--- src/rtl/vga_timing_gen.sv ---
// vga_timing_gen
//   Generates 640x480@60 VGA timing from the system clock, advancing one
//   pixel every TICK_DIV clocks. Each coordinate is held for exactly
//   TICK_DIV clocks. A new coordinate appears on the first clock of its
//   period (div == 0). This matches the phase of the downstream 4-state
//   in-circle comparator loop.
//
// Ports
//   clk          system clock (100 MHz)
//   reset        synchronous, active-high
//   pixel_x      horizontal count, 0..H_TOTAL-1
//   pixel_y      vertical count, 0..V_TOTAL-1
//   pixel_tick   high on the last clock of each pixel period
//   video_on     high while pixel_x < H_DISPLAY and pixel_y < V_DISPLAY
//   hsync        active-low horizontal sync
//   vsync        active-low vertical sync
//   frame_start  one-clock pulse on the first clock of pixel (0,0)
module vga_timing_gen #(
    parameter int H_DISPLAY = 640,
    parameter int H_FRONT   = 16,
    parameter int H_SYNC    = 96,
    parameter int H_BACK    = 48,
    parameter int V_DISPLAY = 480,
    parameter int V_FRONT   = 10,
    parameter int V_SYNC    = 2,
    parameter int V_BACK    = 33,
    parameter int TICK_DIV  = 4
) (
    input  logic       clk,
    input  logic       reset,
    output logic [9:0] pixel_x,
    output logic [9:0] pixel_y,
    output logic       pixel_tick,
    output logic       video_on,
    output logic       hsync,
    output logic       vsync,
    output logic       frame_start
);

    localparam int H_TOTAL = H_DISPLAY + H_FRONT + H_SYNC + H_BACK;
    localparam int V_TOTAL = V_DISPLAY + V_FRONT + V_SYNC + V_BACK;

    localparam logic [9:0] H_LAST   = 10'(H_TOTAL - 1);
    localparam logic [9:0] V_LAST   = 10'(V_TOTAL - 1);
    localparam logic [9:0] H_VIS    = 10'(H_DISPLAY);
    localparam logic [9:0] V_VIS    = 10'(V_DISPLAY);
    localparam logic [9:0] HS_FIRST = 10'(H_DISPLAY + H_FRONT);
    localparam logic [9:0] HS_LAST  = 10'(H_DISPLAY + H_FRONT + H_SYNC - 1);
    localparam logic [9:0] VS_FIRST = 10'(V_DISPLAY + V_FRONT);
    localparam logic [9:0] VS_LAST  = 10'(V_DISPLAY + V_FRONT + V_SYNC - 1);
    localparam logic [3:0] DIV_LAST = 4'(TICK_DIV - 1);

    logic [3:0] div;
    logic [9:0] h;
    logic [9:0] v;
    logic [9:0] h_next;
    logic [9:0] v_next;
    logic       div_last;

    assign div_last = (div == DIV_LAST);

    // Next coordinate: advances only on the last clock of a pixel period.
    always_comb begin
        h_next = h;
        v_next = v;
        if (div_last) begin
            if (h == H_LAST) begin
                h_next = '0;
                if (v == V_LAST) begin
                    v_next = '0;
                end else begin
                    v_next = v + 10'd1;
                end
            end else begin
                h_next = h + 10'd1;
            end
        end
    end

    // Syncs and blanking are decoded from the next-state coordinate so they
    // change on the same edge as pixel_x/pixel_y, with no skew.
    always_ff @(posedge clk) begin
        if (reset) begin
            div      <= '0;
            h        <= '0;
            v        <= '0;
            hsync    <= 1'b1;
            vsync    <= 1'b1;
            video_on <= 1'b1;
        end else begin
            div      <= div_last ? '0 : div + 4'd1;
            h        <= h_next;
            v        <= v_next;
            hsync    <= !((h_next >= HS_FIRST) && (h_next <= HS_LAST));
            vsync    <= !((v_next >= VS_FIRST) && (v_next <= VS_LAST));
            video_on <= (h_next < H_VIS) && (v_next < V_VIS);
        end
    end

    assign pixel_x     = h;
    assign pixel_y     = v;
    assign pixel_tick  = div_last;
    assign frame_start = (h == '0) && (v == '0) && (div == '0);

endmodule

--- config.mk ---
export PLATFORM = sky130hd
export DESIGN_NAME = vga_timing_gen
export DESIGN_NICKNAME = d
export VERILOG_FILES = /design/src/rtl/vga_timing_gen.sv
export SDC_FILE = /design/constraint.sdc
export NUM_CORES = 1
export LEC_CHECK = 0
export ABC_AREA = 1
export BUFFER_PORTS_ARGS = -buffer_cell sky130_fd_sc_hd__buf_2
export CAP_MARGIN = 40
export CORE_MARGIN = 2
export CORE_UTILIZATION = 40
export DETAILED_ROUTE_END_ITERATION = 12
export SLEW_MARGIN = 40
export SYNTH_ARGS = -nofsm -noshare
export SYNTH_HDL_FRONTEND = slang
export SYNTH_SLANG_ARGS = --single-unit
--- constraint.sdc ---
create_clock -name clk -period 2.3 [get_ports clk]
set_input_delay 0.115 -clock clk [delete_from_list [all_inputs] [get_ports clk]]
set_output_delay 0.115 -clock clk [all_outputs]
set_load 0.02 [all_outputs]
* Yosys cells after proc, flatten, opt, wreduce, memory -nomap -nowiden *
Cells that the tools add are included.

cells by class
  muxes and demuxes = 5
  add/sub/neg operators = 3
  order comparisons = 6
  equal/unequal tests = 3
  reduce and logical (&&, ||, !) cells = 11

operator list
  operator                 count
  $mux W10                 5
  $add A10 B1 Y10 const B  2
  $eq A10 B10 Y1 const B   2
  $logic_not A10 Y1        2
  $ge A10 B10 Y1 const B   1
  $ge A10 B9 Y1 const B    1
  $le A10 B10 Y1 const B   1
  $le A10 B9 Y1 const B    1
  $lt A10 B10 Y1 const B   1
  $lt A10 B9 Y1 const B    1
  $logic_and A1 B1 Y1      5
  $add A4 B1 Y4 const B    1
  $eq A4 B2 Y1 const B     1
  $logic_not A4 Y1         1
  $logic_not A1 Y1         2
  $reduce_or A2 Y1         1

storage, ports and cells
  bits of input ports = 2
  register bits = 27
  output and inout port bits = 25

* Longest topological paths before layout *
  depth in word-level cells = 7
  depth in mapped cells = 14
  depth with buffers taken out = 14

* Worst setup path after synthesis *
No wires, ideal clock.

  path kind = reg-to-reg
  start = register h[0] (netlist: pixel_x[0])
  end = register vsync
  cell stages (with the launch flop) = 13
  data arrival time = 1.632 ns
  slack = 0.553 ns
  setup time = 0.114 ns
  data required time = 2.186 ns
  buffers on the path = 0
  cells stage by stage = dfxtp_1 ha_1 nand2_2 clkinv_4 nand2_8 nor2_4 nand2_4 nor2_8 nand4_4 nand2_2 nand3_2 nor2_2 nand2_1

between the ends
  word-level cells in the longest chain between the ends = 6
  elaborated cells on any way between the ends = 7
  classes of those cells = order compare: 2; eq/ne: 1; mux: 2; reduce/logical: 2

RTL lines
  element                                                RTL line  text
  start, declared                                        54        logic [9:0] h;
  start signal, assigned                                 92        h <= h_next;
  $eq A10 B10 Y1 (*)                                     67        if (h == H_LAST) begin
  $mux W10 (*)                                           67
  $mux W10 (*)                                           66        if (div_last) begin
  $ge A10 B9 Y1 / $le A10 B9 Y1 (equally long branches)  95        vsync <= !((v_next >= VS_FIRST) && (v_next <= VS_LAST));
  $logic_and A1 B1 Y1 (*)                                95
  $logic_not A1 Y1 (*)                                   95
  end signal, assigned                                   95
  end, declared                                          36        output logic vsync,

Every way passes the cells marked *; elsewhere a longest branch is shown, timed or not.
A chain may end at the register's enable or synchronous reset.

* Worst setup path in the final report *
  start = register div[0]
  end = register video_on

between the ends
  word-level cells in the longest chain between the ends = 4
  elaborated cells on any way between the ends = 6
  classes of those cells = order compare: 2; eq/ne: 1; mux: 2; reduce/logical: 1

RTL lines
  element                                                 RTL line  text
  start, declared                                         53        logic [3:0] div;
  start signal, assigned                                  91        div <= div_last ? '0 : div + 4'd1;
  $eq A4 B2 Y1 (*)                                        60        assign div_last = (div == DIV_LAST);
  $mux W10                                                66
  $lt A10 B10 Y1 / $lt A10 B9 Y1 (equally long branches)  96        video_on <= (h_next < H_VIS) && (v_next < V_VIS);
  $logic_and A1 B1 Y1 (*)                                 96
  end signal, assigned                                    96
  end, declared                                           34        output logic video_on,

Marks and branches as above.

==> flow_summary_export.csv <==
group,metric,value,unit
clock_network,cts-root-buf,"clkbuf_8",
setup_path,reg2reg_from,"div[0]$_SDFF_PP0_",
placed_design,dp_hpwl,3.376,mm
clock_network,cts_setup_buffers,0,
final_layout,final_cells,331,
drt,wl_per_cell,13.14,µm
setup_path,crit_end,"video_on$_SDFF_PP1_",
yosys,yosys_warnings,0,
yosys,synth_enable_flop_cells,0,
grt,overflow,0,
drt,dr_wl_met3,261,µm
final_layout,final_util,0.4661,
final_layout,antenna_cells,0,
setup_path,cp-startpoint,"div[0]$_SDFF_PP0_",
yosys,async_flop_share,0,
setup_path,crit_type,"flop to flop",
sta,finalCriticalPeriod,1968,ps
grt,antenna_found_initial,0,
power,p_per_area,418.3,mW/mm²
power,total_power,0.8432,mW
clock_network,clockBufferDepth,2,
clock_network,worst_skew_pair.late_latency,280,ps
setup_path,crit_buf_inv,1,
grt,grt_first_pass_wirelength,7.803,mm
setup_path,reg2reg_depth,12,
drt,drtAntennaViolNets,0,
final_layout,fin_nets,288,
final_layout,syn2layout_area_growth,12.89,%
setup_path,crit_cells,12,
drt,wl_met1,1.927,mm
setup_path,crit_slowest_cell,"dfxtp_1",
sta,finalSetupTns,0,ps
placed_design,dpl.cell_count,327,
yosys,synth_cell_types,33,
setup_path,r2r_setup_slack,330,ps
flow_run,drv_cap,0,
sta,setup_viol,0,
yosys,ys.flop_type,"dfxtp_1",
die,die_w,70.81,µm
sta,relSlewSlack,0.7379,
sta,slew_viol_final,0,
placed_design,place_congestion,0.8604,
yosys,ys_seq_elements,27,
grt,grt_pass1_vias,1702,
clock_network,clkSinkCount,27,
clock_network,h-tree-depth,1,
setup_path,cpPeakStageDelay,380,ps
sta,hold_violations,0,
clock_network,cts_made_buffers,3,
setup_path,path_cells,"ha_1 > nand2_1 > nor2_4 > nand2_2 > nor2_4 > nand3_2 > nand2_1 > nand2_2 > nor2_4 > nand4_1 > nand2_1 > inv_1",
die,row_count,24,
sta,tightest_slew,392.2,ps
clock_network,cts_resized,0,
drt,top_layer_used,"met4",
setup_path,worstPathRequired,2490,ps
sta,rsz0062_at_grt,"false",
setup_path,cp-start-kind,"flop",
status,status,"finished, final reports clean",
die,start_util,0.4129,
yosys,syn_nets,259,
setup_path,worstPathArrival,2150,ps
sta,fin_ws,332.2,ps
clock_network,clk_pin_slew_worst_paths,100,ps
worst_hold_path,hold_path_depth,2,
sta,finClkSkew,4.412,ps
power,p_leak,0.9236,nW
worst_hold_path,min_path_type,"input port to flop",
drt,post-route-drc-count,0,
placed_design,portBuffers,26,
final_layout,final_cell_area,0.002016,mm²
die,die-area,0.005014,mm²
placed_design,dp_slack,354.3,ps
setup_path,r2r_end,"video_on$_SDFF_PP1_",
sta,period_share,0.8556,
setup_path,crit_family,"simple AND/OR/NAND/NOR gates",
drt,vias_per_cell,5.051,
drt,via_count,1672,
die,die_h,70.81,µm
sta,hold_slack,206.5,ps
clock_network,cts_hold_buffers,0,
drt,firstDrtPassIters,4,
final_layout,fillers,470,
setup_path,crit_path_end_kind,"flop",
drt,drtIter0Drc,69,
yosys,synthCells,251,
placed_design,placed_area,0.001969,mm²
yosys,ys_seq_area_frac,0.3027,
grt,grt_max_degree,17,
die,io_pins,27,
clock_network,cts_tree,"built",
drt,met2_wirelength,2.152,mm
yosys,synthesis.area,0.001785,mm²
grt,grt_usage,0.1904,
drt,wl,4.350,mm
yosys,syn_avg_cell_area,7.113,µm²
power,peakVddDrop,0.3248,mV
setup_path,path_max_fanout,16,
die,core,0.004324,mm²
final_layout,layout-drive-gt1-share,0.2401,
sta,max_freq,508.2,MHz
==> registers in the layout, indices dropped and copies added (netlist names) <==
signal and flops:
pixel_x 10, pixel_y 10, div 4, hsync 1
video_on 1, vsync 1
==> final cells by class <==
cell class                 count  area [µm²]  area share
sequential                    27       540.5      0.2682
inverter                      44       175.2     0.08690
timing repair buffer          26       130.1     0.06456
clock inverter                 1       5.005    0.002483
clock buffer                   3       41.29     0.02048
tap                           52       65.06     0.03228
multi-input combinational    178        1059      0.5251
==> cells in the mapped netlist, types with 2 or more instances <==
cell type	count	area, µm²
o21ai_0	4	20.02
nor3_1	4	20.02
nand3_4	2	35.03
nor2_4	9	101.4
nor2_1	28	105.1
ha_1	6	75.07
dfxtp_1	27	540.5
nand3_1	19	95.09
nand3_2	4	40.04
nand2_1	53	198.9
clkinv_4	2	17.52
nand2_2	8	50.05
a21oi_1	10	50.05
nand4_1	14	87.58
nor2_2	3	18.77
inv_1	41	153.9
==> worst min-delay path by stage <==
stage,startpoint,endpoint,slack [ps]
2_1_floorplan,reset,pixel_x[7]$_SDFF_PP0_,180
4_1_cts,reset,pixel_y[6]$_SDFF_PP0_,200
3_3_place_gp,div[0]$_SDFF_PP0_,div[0]$_SDFF_PP0_,440
6_report,reset,pixel_y[6]$_SDFF_PP0_,210
3_5_place_dp,div[0]$_SDFF_PP0_,div[0]$_SDFF_PP0_,460
5_1_grt,reset,pixel_y[9]$_SDFF_PP0_,220
==> metal layers <==
layer | track usage | up-vias
li1 | - | 852
met1 | 0.2445 | 770
met2 | 0.3364 | 47
met3 | 0.03419 | 3
met4 | 0.03564 | 0
met5 | 0 | -
==> where the power goes <==
part	total (mW)	leakage, nW	switching, mW	internal (mW)
sequential	0.484	0.218	0.00784	0.476
clock	0.278	0.0255	0.156	0.122
combinational	0.0816	0.680	0.0576	0.0240
==> cell families (layout without fill, tap and decap cells) <==
kind of cell / count (synthesis) / after routing / synth area share
flip-flops: 27 / 27 / 0.3027
adder cells (fa/ha/maj): 6 / 6 / 0.04205
XOR/XNOR: 3 / 3 / 0.01893
AO/OA/AOI/OAI: 17 / 17 / 0.05536
buffers and inverters: 46 / 74 / 0.1044
AND/OR/NAND/NOR: 152 / 152 / 0.4765
==> cell usage in the layout, fill, tap and decap left out, types with 2 or more instances in the layout <==
cell	n
inv_1	41
nand4_1	14
nand3_2	4
nor2_2	3
buf_2	26
clkbuf_8	3
a21oi_1	10
nor2_1	28
ha_1	6
o21ai_0	4
nand2_1	53
dfxtp_1	27
nand2_2	8
nor2_4	9
nand3_1	19
nand3_4	2
clkinv_4	2
nor3_1	4
Power figures use the tool's default switching activity.
